===== src/rtl/rr_burst_scheduler_if.sv =====
// Request/grant bundle between the requester front-ends and the burst scheduler.
interface rr_burst_scheduler_if #(
  parameter int NUM_REQ = 4,
  parameter int LEN_W   = 4,
  parameter int IDX_W   = $clog2(NUM_REQ)
);
  logic [NUM_REQ-1:0]       req;
  logic [NUM_REQ*LEN_W-1:0] req_len;
  logic                     beat;
  logic [NUM_REQ-1:0]       gnt;
  logic [IDX_W-1:0]         gnt_idx;
  logic                     busy;
  logic                     last;

  modport master (output req, req_len, beat, input gnt, gnt_idx, busy, last);
  modport slave  (input req, req_len, beat, output gnt, gnt_idx, busy, last);
endinterface


===== src/rtl/rr_burst_scheduler.sv =====
// Round-robin arbiter that locks the grant to one requester for a whole
// multi-beat burst, counting beats accepted by the shared resource.
module rr_burst_scheduler #(
  parameter int NUM_REQ = 4,
  parameter int LEN_W   = 4,
  parameter int IDX_W   = $clog2(NUM_REQ)
) (
  input logic                clk,
  input logic                rst,
  rr_burst_scheduler_if.slave bus
);

  typedef enum logic {S_IDLE, S_BUSY} state_t;

  state_t               r_state;
  logic [NUM_REQ-1:0]   r_gnt;
  logic [IDX_W-1:0]     r_idx;
  logic [IDX_W-1:0]     r_ptr;
  logic [LEN_W-1:0]     r_cnt;
  logic                 r_busy;
  logic                 r_last;

  logic [IDX_W-1:0]     w_win;
  logic [LEN_W-1:0]     w_win_len;
  logic                 w_any;
  logic                 w_abort;
  logic                 w_done;
  int                   w_best_d;

  // Winner is the requester closest after r_ptr in circular order.
  always_comb begin
    w_win     = '0;
    w_win_len = '0;
    w_best_d  = NUM_REQ;
    for (int i = 0; i < NUM_REQ; i++) begin
      if (bus.req[i] && (((i + NUM_REQ - 1 - int'(r_ptr)) % NUM_REQ) < w_best_d)) begin
        w_best_d  = (i + NUM_REQ - 1 - int'(r_ptr)) % NUM_REQ;
        w_win     = IDX_W'(i);
        w_win_len = bus.req_len[i*LEN_W +: LEN_W];
      end
    end
  end

  assign w_any   = |bus.req;
  assign w_abort = ~bus.req[r_idx];
  assign w_done  = bus.beat & (r_cnt == '0);

  always_ff @(posedge clk) begin
    if (rst) begin
      r_state <= S_IDLE;
      r_gnt   <= '0;
      r_idx   <= '0;
      r_ptr   <= IDX_W'(NUM_REQ - 1);
      r_cnt   <= '0;
      r_busy  <= 1'b0;
      r_last  <= 1'b0;
    end else begin
      case (r_state)
        S_IDLE: begin
          if (w_any) begin
            r_state <= S_BUSY;
            r_gnt   <= NUM_REQ'(1) << w_win;
            r_idx   <= w_win;
            r_cnt   <= w_win_len;
            r_busy  <= 1'b1;
            r_last  <= (w_win_len == '0);
          end
        end
        S_BUSY: begin
          // Abort and completion both release the grant and advance the pointer.
          if (w_abort || w_done) begin
            r_state <= S_IDLE;
            r_gnt   <= '0;
            r_idx   <= '0;
            r_cnt   <= '0;
            r_busy  <= 1'b0;
            r_last  <= 1'b0;
            r_ptr   <= r_idx;
          end else if (bus.beat) begin
            r_cnt  <= r_cnt - LEN_W'(1);
            r_last <= (r_cnt == LEN_W'(1));
          end
        end
      endcase
    end
  end

  assign bus.gnt     = r_gnt;
  assign bus.gnt_idx = r_idx;
  assign bus.busy    = r_busy;
  assign bus.last    = r_last;

endmodule


===== src/flat_wrapper.sv =====
// flat-port wrapper written by rule: the top's interface ports become plain ports
module rr_burst_scheduler_flat 
#(
  parameter int NUM_REQ = 4,
  parameter int LEN_W   = 4,
  parameter int IDX_W   = $clog2(NUM_REQ)
)
  (clk, rst, bus_req, bus_req_len, bus_beat, bus_gnt, bus_gnt_idx, bus_busy, bus_last);
  rr_burst_scheduler_if #(.NUM_REQ(NUM_REQ), .LEN_W(LEN_W), .IDX_W(IDX_W)) bus_i ();
  input logic clk;
  input logic rst;
  input wire logic [$bits(bus_i.req)-1:0] bus_req;
  input wire logic [$bits(bus_i.req_len)-1:0] bus_req_len;
  input wire logic [$bits(bus_i.beat)-1:0] bus_beat;
  output wire logic [$bits(bus_i.gnt)-1:0] bus_gnt;
  output wire logic [$bits(bus_i.gnt_idx)-1:0] bus_gnt_idx;
  output wire logic [$bits(bus_i.busy)-1:0] bus_busy;
  output wire logic [$bits(bus_i.last)-1:0] bus_last;
  assign bus_i.req = bus_req;
  assign bus_i.req_len = bus_req_len;
  assign bus_i.beat = bus_beat;
  assign bus_gnt = bus_i.gnt;
  assign bus_gnt_idx = bus_i.gnt_idx;
  assign bus_busy = bus_i.busy;
  assign bus_last = bus_i.last;
  rr_burst_scheduler #(.NUM_REQ(NUM_REQ), .LEN_W(LEN_W), .IDX_W(IDX_W)) u_core (.clk(clk), .rst(rst), .bus(bus_i));
endmodule

===== config.mk =====
export PLATFORM = sky130hd
export DESIGN_NAME = rr_burst_scheduler_flat
export DESIGN_NICKNAME = d
export VERILOG_FILES = /design/src/rtl/rr_burst_scheduler_if.sv /design/src/rtl/rr_burst_scheduler.sv /design/src/flat_wrapper.sv
export SDC_FILE = /design/constraint.sdc
export NUM_CORES = 1
export LEC_CHECK = 0
export BUFFER_PORTS_ARGS = -buffer_cell sky130_fd_sc_hd__buf_2
export CAP_MARGIN = 0
export CORE_MARGIN = 3
export CORE_UTILIZATION = 49
export DETAILED_ROUTE_END_ITERATION = 10
export PLACE_DENSITY = 0.75
export SLEW_MARGIN = 20
export SYNTH_ARGS = -nofsm -noshare
export SYNTH_HDL_FRONTEND = slang
export SYNTH_SLANG_ARGS = --single-unit

===== constraint.sdc =====
create_clock -name clk -period 3.9 [get_ports clk]
set_input_delay 0.78 -clock clk [delete_from_list [all_inputs] [get_ports clk]]
set_output_delay 0.78 -clock clk [all_outputs]
set_load 0.01 [all_outputs]

==> impl_metrics.json <==
{
  "die-area_um2": 3027,
  "drt-initial-drc-count": 16,
  "min_period_over_period_pct": 83.25,
  "ys.warnings.count": 0,
  "power.share.clock_pct": 18.1,
  "tightestPinTransition_ns": 0.4730,
  "synth.top_cells.by_area": "sky130_fd_sc_hd__dfxtp_1 26%, sky130_fd_sc_hd__ha_1 5.3%, sky130_fd_sc_hd__nor2_1 4.8%",
  "drc": 0,
  "grt_pass1_vias": 948,
  "hold_start": "u_core.bus.gnt[3]$_SDFFE_PP0P_",
  "netlist-cell-type-count": 52,
  "hold_end": "u_core.bus.gnt[3]$_SDFFE_PP0P_",
  "peakVddDrop_mv": 0.2930,
  "post-synth-top-area-cell": "sky130_fd_sc_hd__dfxtp_1",
  "final.fill_count": 215,
  "ctsResizeCount": 0,
  "synth_sequential_area_ratio_pct": 25.50,
  "fp.dieH_um": 55.02,
  "io_pins": 31,
  "timing.hold.worst_path_depth": 2,
  "worst_setup_path_end_kind": "register",
  "num_antenna_cells": 0,
  "placeableCoreArea_um2": 2255,
  "floorplan.initialDensity_pct": 52.22,
  "placement.io_buffers": 30,
  "intPower_mw": 0.3256,
  "timing.critical_path.from_type": "input port",
  "h_tree_depth_reported_by_cts": 1,
  "tightest_slew_margin_relative_to_the_limit_pct": 68.42,
  "layout.core_utilization_pct": 58.99,
  "max_clock_freq_ghz": 0.3080,
  "tritoncts.num_buffers": 3,
  "first_pass_grt_wire_length_um": 4340,
  "drive_gt1_share_pct": 28.92,
  "power.switching_mw": 0.2312,
  "maximum_number_of_pins_on_one_net_before_global_route_repair": 18,
  "number_of_antenna_violations_at_the_first_check_in_global_routing": 0,
  "die_w_um": 55.02,
  "final-setup-viol-count": 0,
  "tns_ns": 0,
  "final_nets": 195,
  "ctsHoldBuffers": 0,
  "dpl.hpwl_um": 2181,
  "gr-usage-all-layers_pct": 20.39,
  "worst_ep_arrival_time_ns": 3.50,
  "clock_pin_slew_on_the_worst_setup_and_hold_paths_ns": 0.10,
  "reg2reg_to": "u_core.bus.gnt[1]$_SDFFE_PP0P_",
  "routed_via_density": 6.010,
  "synth_enable_flop_cells": 0,
  "p_per_area_nw_per_um2": 418.6,
  "cts_num_sinks": 15,
  "critical_path.reg2reg.startpoint": "u_core.r_ptr[1]$_SDFFE_PP1P_",
  "max_cap_violations": 0,
  "drt-wirelength-per-cell_um": 14.54,
  "post-route-min-period_ns": 3.247,
  "fin_worst_skew_ns": 0.003885,
  "worstHoldPathType": "register to register",
  "timing_max_transition_violations_final": 0,
  "grt_setup_unrepaired": "false",
  "grt_overflow": 0,
  "via_count": 1166,
  "yosys_most_used_dff": "sky130_fd_sc_hd__dfxtp_1",
  "final_number_of_hold_violating_endpoints": 0,
  "setup.reg_to_reg.worst_slack_ns": 0.79,
  "synthArstFlopShare_pct": 0,
  "worst_case_setup_margin_in_the_final_layout_ns": 0.6533,
  "cp_max_fo": 14,
  "number_of_iterations_in_the_first_detailed_routing_pass": 4,
  "number_of_antenna_violating_nets_in_the_routed_design": 0,
  "synth_area_um2": 1177,
  "synthesis.instances": 141,
  "dpl_worst_slack_ns": 0.3377,
  "total_leakage_power_nw": 0.5838,
  "post-cts-setup-buffers": 0,
  "switching_share_pct": 41.52,
  "p_comb_share_pct": 43.4,
  "synthToLayoutAreaGrowth_pct": 12.97,
  "tritoncts": "built",
  "synth_largest_type_area_fraction_pct": 25.50,
  "setup.worst_path.class": "input port to register",
  "clkLatencyLatePin_ns": 0.30,
  "floorplan.rows": 17,
  "totalWireLength_um": 2821,
  "worst_r2r_path_depth": 12,
  "run_status": "finished, final reports clean",
  "mappedNetlistNets": 169,
  "seq_power_share_pct": 38.5,
  "ctsRootBufferMaster": "sky130_fd_sc_hd__clkbuf_4",
  "post_synth.cell_area_avg_um2": 8.350,
  "place_congestion": 0.9790,
  "required_ns": 4.15,
  "postSynthRegisterBits": 15,
  "clk_path_buf_depth": 2,
  "synth.top_cells.by_count": "15 x sky130_fd_sc_hd__dfxtp_1, 15 x sky130_fd_sc_hd__nor2_1, 11 x sky130_fd_sc_hd__nand2_1"
}
layout by cell type, fill, tap and decap left out, drive strengths merged, types with 2 or more instances in the layout:
cell type and count:
a211o 2, ha 5, clkbuf 3, o21ai 9, and3 3, nand2b 2
nor2 16, o31ai 2, and2 2, o2bb2ai 3, a211oi 2, o211ai 2
or4 2, o21a 4, buf 30, nor3 7, dfxtp 15, a21oi 9
nor2b 3, nor4 4, inv 3, a22o 4, nand3 2, nand2 11
mux2i 5
layout make-up:
type	count	area (µm²)	share of cell area, %
clock inverters	1	7.507	0.5644
inverters	3	11.26	0.8467
flip-flops and latches	15	300.3	22.58
clock buffers	3	22.52	1.693
multi-input cells	114	803.3	60.39
repair buffers	30	150.1	11.29
well taps	28	35.03	2.634
state kept, by name (all words and copies together), names as in the netlist:
signal and count:
u_core.bus.gnt 4, u_core.bus.gnt_idx 2, u_core.bus.last 1, u_core.r_ptr 2, u_core.bus.busy 1, u_core.r_state 1, u_core.r_cnt 4
metal layers:
layer  track usage [%]  share of wire [%]
met3             3.217                6.9
met4             11.74                2.8
met1             28.01                 49
met5                 0                  0
met2             29.92                 42
critical path, cell delays in order:
cell and delay, ns:
sky130_fd_sc_hd__buf_2 0.18, sky130_fd_sc_hd__nor4bb_1 0.30, sky130_fd_sc_hd__nor2_1 0.09, sky130_fd_sc_hd__ha_1 0.30
sky130_fd_sc_hd__a21oi_1 0.09, sky130_fd_sc_hd__o21ai_2 0.37, sky130_fd_sc_hd__o21ai_0 0.16, sky130_fd_sc_hd__ha_1 0.29
sky130_fd_sc_hd__o221ai_1 0.10, sky130_fd_sc_hd__a22o_2 0.31, sky130_fd_sc_hd__nor3_1 0.30, sky130_fd_sc_hd__a22oi_1 0.14
sky130_fd_sc_hd__nor2_1 0.09
cell families after synthesis:
| kind of cell | synth area share [%] |
|---|---|
| muxes | 6.164 |
| and+or+nand+nor | 27.95 |
| DFF | 25.50 |
| AOI/OAI and AO/OA | 28.06 |
| xor gates and xnor gates | 0.7440 |
| buffers and inverters | 6.269 |
| adders and majority gates | 5.313 |
worst max path at each step:
stage | to | slack (ns) | startpoint
3_3_place_gp | u_core.bus.gnt[1]$_SDFFE_PP0P_ | 0.45 | bus_req[1]
3_5_place_dp | u_core.bus.gnt[1]$_SDFFE_PP0P_ | 0.34 | bus_req[1]
2_1_floorplan | u_core.r_cnt[0]$_SDFFE_PP0P_ | 0.62 | bus_req[1]
4_1_cts | u_core.bus.gnt[1]$_SDFFE_PP0P_ | 0.65 | bus_req[1]
5_1_grt | u_core.bus.gnt[1]$_SDFFE_PP0P_ | 0.32 | bus_req[1]
6_report | u_core.bus.gnt[1]$_SDFFE_PP0P_ | 0.65 | bus_req[1]
stage by stage:
step                      cell area [µm²]  total power, mW  std cells  hold WS, ns
after floorplan                      1177           0.4010        141       0.4805
after global placement               1300           0.4481        190       0.4483
after detailed placement             1300           0.4551        190       0.4648
after CTS                            1330           0.5545        194       0.4882
after global routing                 1330           0.5978        194       0.5085
final                                1330           0.5568        194       0.4877
power by group through the flow:
stage / sequential [mW] / combinational [mW] / clock, mW
floorplan: 0.208 / 0.193 / 0
global placement: 0.216 / 0.232 / 0
detailed placement: 0.217 / 0.238 / 0
CTS: 0.213 / 0.241 / 0.101
global route: 0.219 / 0.273 / 0.105
finish: 0.214 / 0.242 / 0.101
Power figures use the tool's default switching activity.
